===== config.mk =====
export PLATFORM = sky130hd
export DESIGN_NAME = regfile_wb_arbiter_flat
export DESIGN_NICKNAME = d
export VERILOG_FILES = /design/src/rtl/regfile_wb_pkg.sv /design/src/rtl/regfile_wb_arbiter_if.sv /design/src/rtl/rr_arbiter3.sv /design/src/rtl/regfile_wb_arbiter.sv /design/src/flat_wrapper.sv
export SDC_FILE = /design/constraint.sdc
export NUM_CORES = 1
export LEC_CHECK = 0
export CORE_ASPECT_RATIO = 1.75
export CORE_MARGIN = 2
export CORE_UTILIZATION = 45
export CTS_CLUSTER_SIZE = 14
export DETAILED_ROUTE_END_ITERATION = 10
export HOLD_SLACK_MARGIN = 0.12
export PLACE_DENSITY_LB_ADDON = 0.1
export SYNTH_ARGS = -nofsm -noshare
export SYNTH_HDL_FRONTEND = slang
export SYNTH_SLANG_ARGS = --single-unit

===== constraint.sdc =====
create_clock -name clk -period 5.95 [get_ports clk]
set_input_delay 0.8925 -clock clk [delete_from_list [all_inputs] [get_ports clk]]
set_output_delay 0.8925 -clock clk [all_outputs]
set_load 0.005 [all_outputs]

===== src/rtl/regfile_wb_pkg.sv =====
// Shared constants, writeback payload type and round-robin index helper
// for the register-file writeback arbiter.
package regfile_wb_pkg;

    localparam int unsigned REQ_ALU = 0;
    localparam int unsigned REQ_FPU = 1;
    localparam int unsigned REQ_LD  = 2;
    localparam int unsigned NREQ    = 3;
    localparam int unsigned DATA_W  = 32;
    localparam int unsigned REG_AW  = 5;

    typedef struct packed {
        logic [REG_AW-1:0] rd;
        logic              is_float;
        logic [DATA_W-1:0] data;
    } wb_req_t;

    // (ptr + step) mod 3 for ptr in 0..2 and step in 1..3
    function automatic logic [1:0] rr_idx(input logic [1:0] ptr, input logic [1:0] step);
        logic [2:0] s;
        s = 3'(ptr) + 3'(step);
        return (s >= 3'd3) ? 2'(s - 3'd3) : s[1:0];
    endfunction

endpackage


===== src/rtl/regfile_wb_arbiter_if.sv =====
// Writeback request bus from the three requesters (ALU, FPU, load) to the arbiter.
interface regfile_wb_arbiter_if #(
    parameter int unsigned NREQ   = regfile_wb_pkg::NREQ,
    parameter int unsigned DATA_W = regfile_wb_pkg::DATA_W,
    parameter int unsigned REG_AW = regfile_wb_pkg::REG_AW
);
    logic [NREQ-1:0]        req_valid;
    logic [NREQ-1:0]        req_ready;
    logic [NREQ*REG_AW-1:0] req_reg;
    logic [NREQ-1:0]        req_float;
    logic [NREQ*DATA_W-1:0] req_data;

    modport master (output req_valid, req_reg, req_float, req_data, input req_ready);
    modport slave  (input req_valid, req_reg, req_float, req_data, output req_ready);
endinterface


===== src/rtl/rr_arbiter3.sv =====
// Three-way round-robin arbiter; r_ptr remembers the last grant so the search
// starts just after it.
module rr_arbiter3 (
    input  logic       clk,
    input  logic       rst_n,
    input  logic [2:0] i_valid,
    output logic [2:0] o_grant,
    output logic [1:0] o_grant_idx
);
    import regfile_wb_pkg::*;

    logic [1:0] r_ptr;
    logic [1:0] w_idx;
    logic [1:0] w_cand;
    logic       w_found;
    logic [2:0] w_grant;

    // Search rr_ptr+1, rr_ptr+2, rr_ptr; grants are suppressed while in reset
    always_comb begin
        w_grant = '0;
        w_idx   = r_ptr;
        w_found = 1'b0;
        w_cand  = '0;
        for (int k = 1; k <= 3; k++) begin
            w_cand = rr_idx(r_ptr, 2'(k));
            if (!w_found && i_valid[w_cand]) begin
                w_found         = 1'b1;
                w_idx           = w_cand;
                w_grant[w_cand] = 1'b1;
            end
        end
        if (!rst_n) begin
            w_grant = '0;
            w_found = 1'b0;
        end
    end

    always_ff @(posedge clk) begin
        if (!rst_n) begin
            r_ptr <= 2'd2;
        end else if (w_found) begin
            r_ptr <= w_idx;
        end
    end

    assign o_grant     = w_grant;
    assign o_grant_idx = w_idx;

endmodule


===== src/rtl/regfile_wb_arbiter.sv =====
// Shares the register-file write port among ALU/FPU/load and tracks pending writes.
// Optional macro WB_FWD_EN adds writeback-stage forwarding outputs.
module regfile_wb_arbiter #(
    parameter int unsigned DATA_W = regfile_wb_pkg::DATA_W,
    parameter int unsigned REG_AW = regfile_wb_pkg::REG_AW
) (
    input  logic                  clk,
    input  logic                  rst_n,
    regfile_wb_arbiter_if.slave   bus,
    input  logic                  set_valid,
    input  logic [REG_AW-1:0]     set_reg,
    input  logic                  set_float,
    input  logic [REG_AW-1:0]     q_reg1,
    input  logic [REG_AW-1:0]     q_reg2,
    input  logic                  q_float,
    output logic                  q_busy1,
    output logic                  q_busy2,
`ifdef WB_FWD_EN
    output logic                  fwd_hit1,
    output logic                  fwd_hit2,
    output logic [DATA_W-1:0]     fwd_data,
`endif
    output logic [REG_AW-1:0]     wb_reg,
    output logic [DATA_W-1:0]     wb_data,
    output logic                  wb_regwrite,
    output logic                  wb_float
);
    import regfile_wb_pkg::*;

    localparam int unsigned NREGS = 1 << REG_AW;

    logic [NREQ-1:0]   w_grant;
    logic [1:0]        w_grant_idx;
    logic              w_xfer;
    wb_req_t           w_sel;
    logic [NREGS-1:0]  r_pend_i, r_pend_f;
    logic [NREGS-1:0]  w_pend_i_nxt, w_pend_f_nxt;
    logic [REG_AW-1:0] r_wb_reg;
    logic [DATA_W-1:0] r_wb_data;
    logic              r_wb_regwrite, r_wb_float;
    logic              w_busy1_raw, w_busy2_raw;

    rr_arbiter3 u_arb (
        .clk         (clk),
        .rst_n       (rst_n),
        .i_valid     (bus.req_valid),
        .o_grant     (w_grant),
        .o_grant_idx (w_grant_idx)
    );

    assign bus.req_ready = w_grant;
    assign w_xfer        = |w_grant;

    always_comb begin
        w_sel = '0;
        for (int i = 0; i < NREQ; i++) begin
            if (w_grant[i]) begin
                w_sel.rd       = bus.req_reg[i*REG_AW +: REG_AW];
                w_sel.is_float = bus.req_float[i];
                w_sel.data     = bus.req_data[i*DATA_W +: DATA_W];
            end
        end
    end

    // Register 0 is granted and captured but never written
    always_ff @(posedge clk) begin
        if (!rst_n) begin
            r_wb_reg      <= '0;
            r_wb_data     <= '0;
            r_wb_float    <= 1'b0;
            r_wb_regwrite <= 1'b0;
        end else if (w_xfer) begin
            r_wb_reg      <= w_sel.rd;
            r_wb_data     <= w_sel.data;
            r_wb_float    <= w_sel.is_float;
            r_wb_regwrite <= (w_sel.rd != '0);
        end else begin
            r_wb_regwrite <= 1'b0;
        end
    end

    // Clear on writeback first, then set, so a same-edge set wins
    always_comb begin
        w_pend_i_nxt = r_pend_i;
        w_pend_f_nxt = r_pend_f;
        if (r_wb_regwrite) begin
            if (r_wb_float) w_pend_f_nxt[r_wb_reg] = 1'b0;
            else            w_pend_i_nxt[r_wb_reg] = 1'b0;
        end
        if (set_valid && (set_reg != '0)) begin
            if (set_float) w_pend_f_nxt[set_reg] = 1'b1;
            else           w_pend_i_nxt[set_reg] = 1'b1;
        end
    end

    always_ff @(posedge clk) begin
        if (!rst_n) begin
            r_pend_i <= '0;
            r_pend_f <= '0;
        end else begin
            r_pend_i <= w_pend_i_nxt;
            r_pend_f <= w_pend_f_nxt;
        end
    end

    assign w_busy1_raw = q_float ? r_pend_f[q_reg1] : r_pend_i[q_reg1];
    assign w_busy2_raw = q_float ? r_pend_f[q_reg2] : r_pend_i[q_reg2];

`ifdef WB_FWD_EN
    // A register being written this cycle is forwarded instead of reported busy
    assign fwd_hit1 = r_wb_regwrite && (r_wb_reg == q_reg1) && (r_wb_float == q_float) && (q_reg1 != '0);
    assign fwd_hit2 = r_wb_regwrite && (r_wb_reg == q_reg2) && (r_wb_float == q_float) && (q_reg2 != '0);
    assign fwd_data = r_wb_data;
    assign q_busy1  = w_busy1_raw && !fwd_hit1;
    assign q_busy2  = w_busy2_raw && !fwd_hit2;
`else
    assign q_busy1  = w_busy1_raw;
    assign q_busy2  = w_busy2_raw;
`endif

    assign wb_reg      = r_wb_reg;
    assign wb_data     = r_wb_data;
    assign wb_regwrite = r_wb_regwrite;
    assign wb_float    = r_wb_float;

endmodule

===== src/flat_wrapper.sv =====
// flat-port wrapper written by rule: the top's interface ports become plain ports
module regfile_wb_arbiter_flat import regfile_wb_pkg::*;
#(
    parameter int unsigned DATA_W = regfile_wb_pkg::DATA_W,
    parameter int unsigned REG_AW = regfile_wb_pkg::REG_AW
)
  (clk, rst_n, set_valid, set_reg, set_float, q_reg1, q_reg2, q_float, q_busy1, q_busy2, wb_reg, wb_data, wb_regwrite, wb_float, bus_req_valid, bus_req_reg, bus_req_float, bus_req_data, bus_req_ready);
  regfile_wb_arbiter_if #(.DATA_W(DATA_W), .REG_AW(REG_AW)) bus_i ();
  input  logic clk;
  input  logic rst_n;
  input  logic set_valid;
  input  logic [REG_AW-1:0] set_reg;
  input  logic set_float;
  input  logic [REG_AW-1:0] q_reg1;
  input  logic [REG_AW-1:0] q_reg2;
  input  logic q_float;
  output logic q_busy1;
  output logic q_busy2;
  output logic [REG_AW-1:0] wb_reg;
  output logic [DATA_W-1:0] wb_data;
  output logic wb_regwrite;
  output logic wb_float;
  input wire logic [$bits(bus_i.req_valid)-1:0] bus_req_valid;
  input wire logic [$bits(bus_i.req_reg)-1:0] bus_req_reg;
  input wire logic [$bits(bus_i.req_float)-1:0] bus_req_float;
  input wire logic [$bits(bus_i.req_data)-1:0] bus_req_data;
  output wire logic [$bits(bus_i.req_ready)-1:0] bus_req_ready;
  assign bus_i.req_valid = bus_req_valid;
  assign bus_i.req_reg = bus_req_reg;
  assign bus_i.req_float = bus_req_float;
  assign bus_i.req_data = bus_req_data;
  assign bus_req_ready = bus_i.req_ready;
  regfile_wb_arbiter #(.DATA_W(DATA_W), .REG_AW(REG_AW)) u_core (.clk(clk), .rst_n(rst_n), .bus(bus_i), .set_valid(set_valid), .set_reg(set_reg), .set_float(set_float), .q_reg1(q_reg1), .q_reg2(q_reg2), .q_float(q_float), .q_busy1(q_busy1), .q_busy2(q_busy2), .wb_reg(wb_reg), .wb_data(wb_data), .wb_regwrite(wb_regwrite), .wb_float(wb_float));
endmodule

# --- Yosys cells after proc, flatten, opt, wreduce, memory -nomap -nowiden ---
# Index checks and enable logic that the tools add are counted.
word_totals:
  ff_bits: 105
  out_inout_bits: 44
  word_cells: 102
  inputBits: 137
classes:
  bitwise: 7
  add_sub_neg: 6
  n_reduce_logical: 16
  muxes: 51
  order_cmp: 15
op_table:
  columns: ["operator", "n"]
  rows:
  - ["two-way mux 32 bit", 8]
  - ["two-way mux 38 bit", 3]
  - ["AND 32 bit", 2]
  - ["OR 32 bit", 2]
  - ["inverter 32 bit", 1]
  - ["less-than comparator 5 x 6 -> 1 bit (second input constant)", 4]
  - ["binary-select mux 1 bit (select 5 bit)", 4]
  - ["two-way mux 1 bit", 18]
  - ["two-way mux 2 bit", 6]
  - ["two-way mux 3 bit", 4]
  - ["demux 1 bit (select 5 bit)", 2]
  - [">= comparator 5 x 1 -> 1 bit (second input constant)", 2]
  - ["nonzero test 5 bit", 2]
  - [">= comparator 3 x 2 -> 1 bit (second input constant)", 3]
  - ["less-than comparator 2 x 3 -> 1 bit (second input constant)", 3]
  - ["logical AND 1 bit", 8]
  - ["adder 2 x 2 -> 3 bit (second input constant)", 2]
  - ["binary-select mux 1 bit (select 2 bit)", 3]
  - ["demux 1 bit (select 2 bit)", 3]
  - [">= comparator 2 x 1 -> 1 bit (second input constant)", 3]
  - ["OR 3 bit", 2]
  - ["subtractor 2 bit (second input constant)", 3]
  - ["AND reduction 2 bit", 2]
  - ["adder 2 x 1 -> 3 bit (second input constant)", 1]
  - ["3 further kinds", 4]

# --- Logic depth before layout (Yosys ltp) ---
depth:
  ltp_word: 17
  depth_mapped: 15
  ltp_nobuf: 11

# --- Hierarchy ---
# A second synthesis with hierarchy kept.
unflattened:
  cells_unflattened: 669
  hier_area_um2: 6025.8
modules_own_cells:
  columns: ["mod", "area_each_um2", "cells_each", "n_inst"]
  rows:
  - ["regfile_wb_arbiter", 5609.1, 621, 1]
  - ["rr_arbiter3", 416.6, 48, 1]

# --- Least setup slack after synthesis ---
# No wires, ideal clock.
synth_timing:
  path_kind: "input to output"
  from: "in q_reg1[0]"
  to: "out q_busy1"
  slack_ns: 1.998
  path_stages: 5
  n_path_buf: 2
  arrival_time_ns: 3.060
  path_cell_list: "clkbuf_1 -> buf_2 -> mux4_2 -> mux4_2 -> mux4_2"
synth_via:
  elab_chain_cells: 3
  elab_cells_between_ends: 5
  cone_classes: "5 x mux"
synth_lines:
  columns: ["element", "line_no", "source"]
  rows:
  - ["start: declaration", "flat_wrapper.sv:14", "input logic [REG_AW-1:0] q_reg1;"]
  - ["binary-select mux 1 bit (select 5 bit)", "regfile_wb_arbiter.sv:106", "assign w_busy1_raw = q_float ? r_pend_f[q_reg1] : r_pend_i[q_reg1];"]
  - ["two-way mux 1 bit (implied by the code)", "regfile_wb_arbiter.sv:106", null]
  - ["two-way mux 1 bit (*)", "regfile_wb_arbiter.sv:106", null]
  - ["end: declaration", "flat_wrapper.sv:17", "output logic q_busy1;"]
# Mark *: on every way between the ends. The rest lies on a longest branch, timed or not. The select of a mux whose other input is x is not followed.

# --- Worst setup path after layout ---
layout_timing:
  from: "reg u_core.u_arb.r_ptr[0]"
  to: "out bus_req_ready[2]"
layout_via:
  elab_chain_cells: 13
  elab_cells_between_ends: 45
  cone_classes: "6 x add/sub; 9 x order compare; 21 x mux; 2 x bitwise; 7 x reduce/logical"
layout_lines:
  columns: ["element", "line_no", "source"]
  rows:
  - ["start: declaration", "rr_arbiter3.sv:12", "logic [1:0] r_ptr;"]
  - ["start signal: assignment", "rr_arbiter3.sv:42", "r_ptr <= w_idx;"]
  - ["adder 2 x 1 -> 3 bit", "regfile_wb_pkg.sv:21", "s = 3'(ptr) + 3'(step);"]
  - [">= comparator 3 x 2 -> 1 bit / subtractor 2 bit (equally long branches)", "regfile_wb_pkg.sv:22", "return (s >= 3'd3) ? 2'(s - 3'd3) : s[1:0];"]
  - ["two-way mux 2 bit", "regfile_wb_pkg.sv:22", null]
  - ["less-than comparator 2 x 3 -> 1 bit (implied by the code) (tied with other cells)", "rr_arbiter3.sv:29", "w_grant[w_cand] = 1'b1;"]
  - ["logical AND 1 bit (implied by the code) / two-way mux 1 bit (equally long branches)", "rr_arbiter3.sv:29, rr_arbiter3.sv:26", null]
  - ["two-way mux 1 bit (on tied branches)", "rr_arbiter3.sv:29, rr_arbiter3.sv:26", null]
  - ["demux 1 bit (select 2 bit) / zero test 1 bit (equally long branches)", "rr_arbiter3.sv:29, rr_arbiter3.sv:26", null]
  - ["two-way mux 3 bit / logical AND 1 bit (equally long branches)", "rr_arbiter3.sv:26", "if (!w_found && i_valid[w_cand]) begin"]
  - ["OR 3 bit (no source line) / two-way mux 1 bit (equally long branches)", null, null]
  - ["two-way mux 3 bit / zero test 1 bit (equally long branches)", "rr_arbiter3.sv:26", null]
  - ["OR 3 bit (no source line) / logical AND 1 bit (equally long branches)", null, null]
  - ["two-way mux 3 bit (*)", "rr_arbiter3.sv:26", null]
  - ["two-way mux 3 bit (*)", "rr_arbiter3.sv:32", "if (!rst_n) begin"]
  - ["end: declaration", "flat_wrapper.sv:27", "output wire logic [$bits(bus_i.req_ready)-1:0] bus_req_ready;"]
# Marked as above.

==> results.tsv <==
stage	metric	value	unit
run_status	status	finished, final reports clean	
die	die-area	13600	sq um
critical_path	crit_buf_inv	5	
routing	via_per_inst	6.28	
critical_path	cp_cell_sequence	inv_1 > ha_1 > inv_1 > nor3_1 > o211ai_1 > and2_1 > buf_4 > nand2b_4 > inv_2 > clkdlybuf4s50_1	
critical_path	reg2reg_slack	1.73	ns
sta	finalCriticalPeriod	4.73	ns
sta	rsz0062_at_grt	false	
clock_tree	cts_tree	yes	
routing	dr.pass1.iters	7	
yosys	yosysWarnings	0	
sta	skew	0.0101	ns
layout	num-nets-final	907	
yosys	synthArstFlopShare	0	%
yosys	ys_top_cells_by_area	dfxtp_1 (37%), mux4_2 (17%), a21oi_1 (6.3%), o21ai_0 (5.5%), nand2_1 (5.0%)	
critical_path	cpMaxStageDelayCell	clkdlybuf4s50_1	
clock_tree	ctsHoldBuffers	0	
clock_tree	clock_sinks	105	
critical_path	worstPathArrival	3.84	ns
global_route	grt_max_degree	71	
routing	drtIter0Drc	353	
placement	io_buffers	180	
placement	hpwlAfterDp	15.6	mm
clock_tree	cts_inserted_buffers	9	
clock_tree	h-tree-depth	3	
layout	area_growth	37.8	%
global_route	track_usage	30.6	%
yosys	synthFlopType	dfxtp_1	
yosys	synth-edff-count	0	
yosys	ys_ff_latch	105	
critical_path	r2r_cells	12	
yosys	yosys.area.top_type	dfxtp_1	
routing	routed_wl	20.6	mm
yosys	avgSynthCellArea	9.32	sq um
routing	antenna_left	0	
critical_path	cpPeakStageDelay	0.60	ns
clock_tree	cts_repair_resize_count	0	
yosys	synth_cell_types	56	
sta	worst_pin_slew	1.33	ns
critical_path	crit_required	5.06	ns
die	fp.dieH	153	um
sta	post-route-period-util	79.6	%
die	initial_core_util	45.7	%
pwr	powerDensity	346	nW/um^2
critical_path	setup.worst_path.start	u_core.u_arb.r_ptr[0]	
yosys	synth_commonest_cells	dfxtp_1 (105), nand2_1 (75), a21oi_1 (72)	
critical_path	endpoint	bus_req_ready[2]	
critical_path	r2r-start	u_core.u_arb.r_ptr[0]	
clock_tree	root_buffer	clkbuf_16	
sta	final_max_slew_viol_count	0	
sta	slew_headroom	11.3	%
sta	fmax	0.211	GHz
clock_tree	post_cts.repair.setup_buffers	0	
placement	gp_congestion	0.943	
global_route	antenna_found_initial	1	
die	core	12400	sq um
pwr	finalPower	2.71	mW
critical_path	endpoint_kind	primary output	
critical_path	critPathLaunchType	flop	
critical_path	crit_cells	10	
pwr	leakagePower	2.70	nW
yosys	synthesis.nets	753	
global_route	grt_overflow	0	
yosys	netlist_area	5680	sq um
critical_path	critPathKind	flop to primary output	
routing	vias	5893	
sta	finalSetupViolCount	0	
die	floorplan.die.width	89.0	um
run	max-cap-violations	0	
yosys	syn_inst	610	
global_route	grt_pass1_wl	31.7	mm
critical_path	crit_family	buffers and inverters	
layout	drive_above_1_share	10.0	%
critical_path	cp_max_fo	37	
die	ios	181	
routing	drc_errors	0	
sta	tns	0	ns
routing	wl_per_cell	22.0	um
critical_path	r2r_end	u_core.wb_data[27]	
yosys	synth_top_area_share	37.0	%
yosys	synth.most_common_cell	dfxtp_1	
global_route	grt_pass1_vias	5948	
clock_tree	clk_latency	0.35	ns
die	num_rows	54	
min_path	hold_class	flop to flop	
pwr	vdd_drop_max	0.193	mV
yosys	ys_seq_area_share	37.0	%
sta	hold_viol_final	0	
clock_tree	clk_path_buf_depth	2	
critical_path	cp_common_cell	inv_1	
clock_tree	clk_pin_slew	0.08	ns
-- layer usage --
metal	up-vias	track usage, %	wire [um]
li1	2650	-	-
met1	2814	32.3	6790
met2	348	54.1	10800
met3	81	6.66	1690
met4	0	17.3	1310
met5	-	0	0
-- report_power, final --
part / switching [mW] / internal [mW] / leakage, nW / total [mW]
sequential: 0.105 / 0.819 / 0.856 / 0.924
combinational: 0.660 / 0.560 / 1.71 / 1.22
clock: 0.281 / 0.288 / 0.137 / 0.569
-- how the worst min path moves through the flow --
stage / startpoint / end / cells after the start
3_5_place_dp: u_core.wb_data[30] / u_core.wb_data[30] / 1
3_3_place_gp: u_core.r_pend_f[0] / u_core.r_pend_f[0] / 1
6_report: u_core.wb_data[4] / u_core.wb_data[4] / 1
5_1_grt: u_core.r_pend_i[0] / u_core.r_pend_i[0] / 1
2_1_floorplan: u_core.r_pend_f[0] / u_core.r_pend_f[0] / 1
4_1_cts: u_core.wb_data[4] / u_core.wb_data[4] / 1
-- cell families (layout without fill, tap and decap cells) --
logic type,count (synthesis),after routing,share of synthesized area (%)
other,0,1,0
DFF,105,105,37.0
muxes,45,45,17.2
buffers and inverters,57,216,4.51
and+or+nand+nor,165,165,13.2
AOI/OAI and AO/OA,232,232,26.7
adders and majority gates,6,6,1.32
-- through the flow --
stage / setup WS (ns) / area [sq um] / cells / utilization, % / hold WS [ns]
2_1_floorplan: 2.00 / 5680 / 610 / - / 0.437
3_3_place_gp: 1.33 / 7550 / 921 / 60.8 / 0.442
3_5_place_dp: 1.29 / 7550 / 921 / 60.8 / 0.446
4_1_cts: 1.24 / 7830 / 937 / 63.0 / 0.470
5_1_grt: 0.960 / 7830 / 938 / 63.0 / 0.486
6_report: 1.22 / 7830 / 938 / 63.0 / 0.469
-- final cells by class --
type | instances | area [sq um]
diodes | 1 | 2.50
clock buffers | 9 | 225
clock inverters | 7 | 52.6
fillers | 1092 | 4600
inverters | 12 | 45.0
multi-input cells | 448 | 3330
flip-flops and latches | 105 | 2100
well taps | 168 | 210
repair buffers | 188 | 1860
-- cell usage in the layout (no fill, tap or decap), types with 5 or more instances in the layout --
cell type,instances
o21ai_0,63
nor2_1,44
inv_1,10
a221oi_1,30
o221ai_1,13
buf_4,8
nand2_1,75
dfxtp_1,105
clkdlybuf4s50_1,180
o211a_1,6
ha_1,6
o2bb2ai_1,22
mux4_2,42
nor3_1,5
nand3_1,10
clkbuf_16,9
a21oi_1,71
Note: power is estimated with default switching activity, not from simulation.
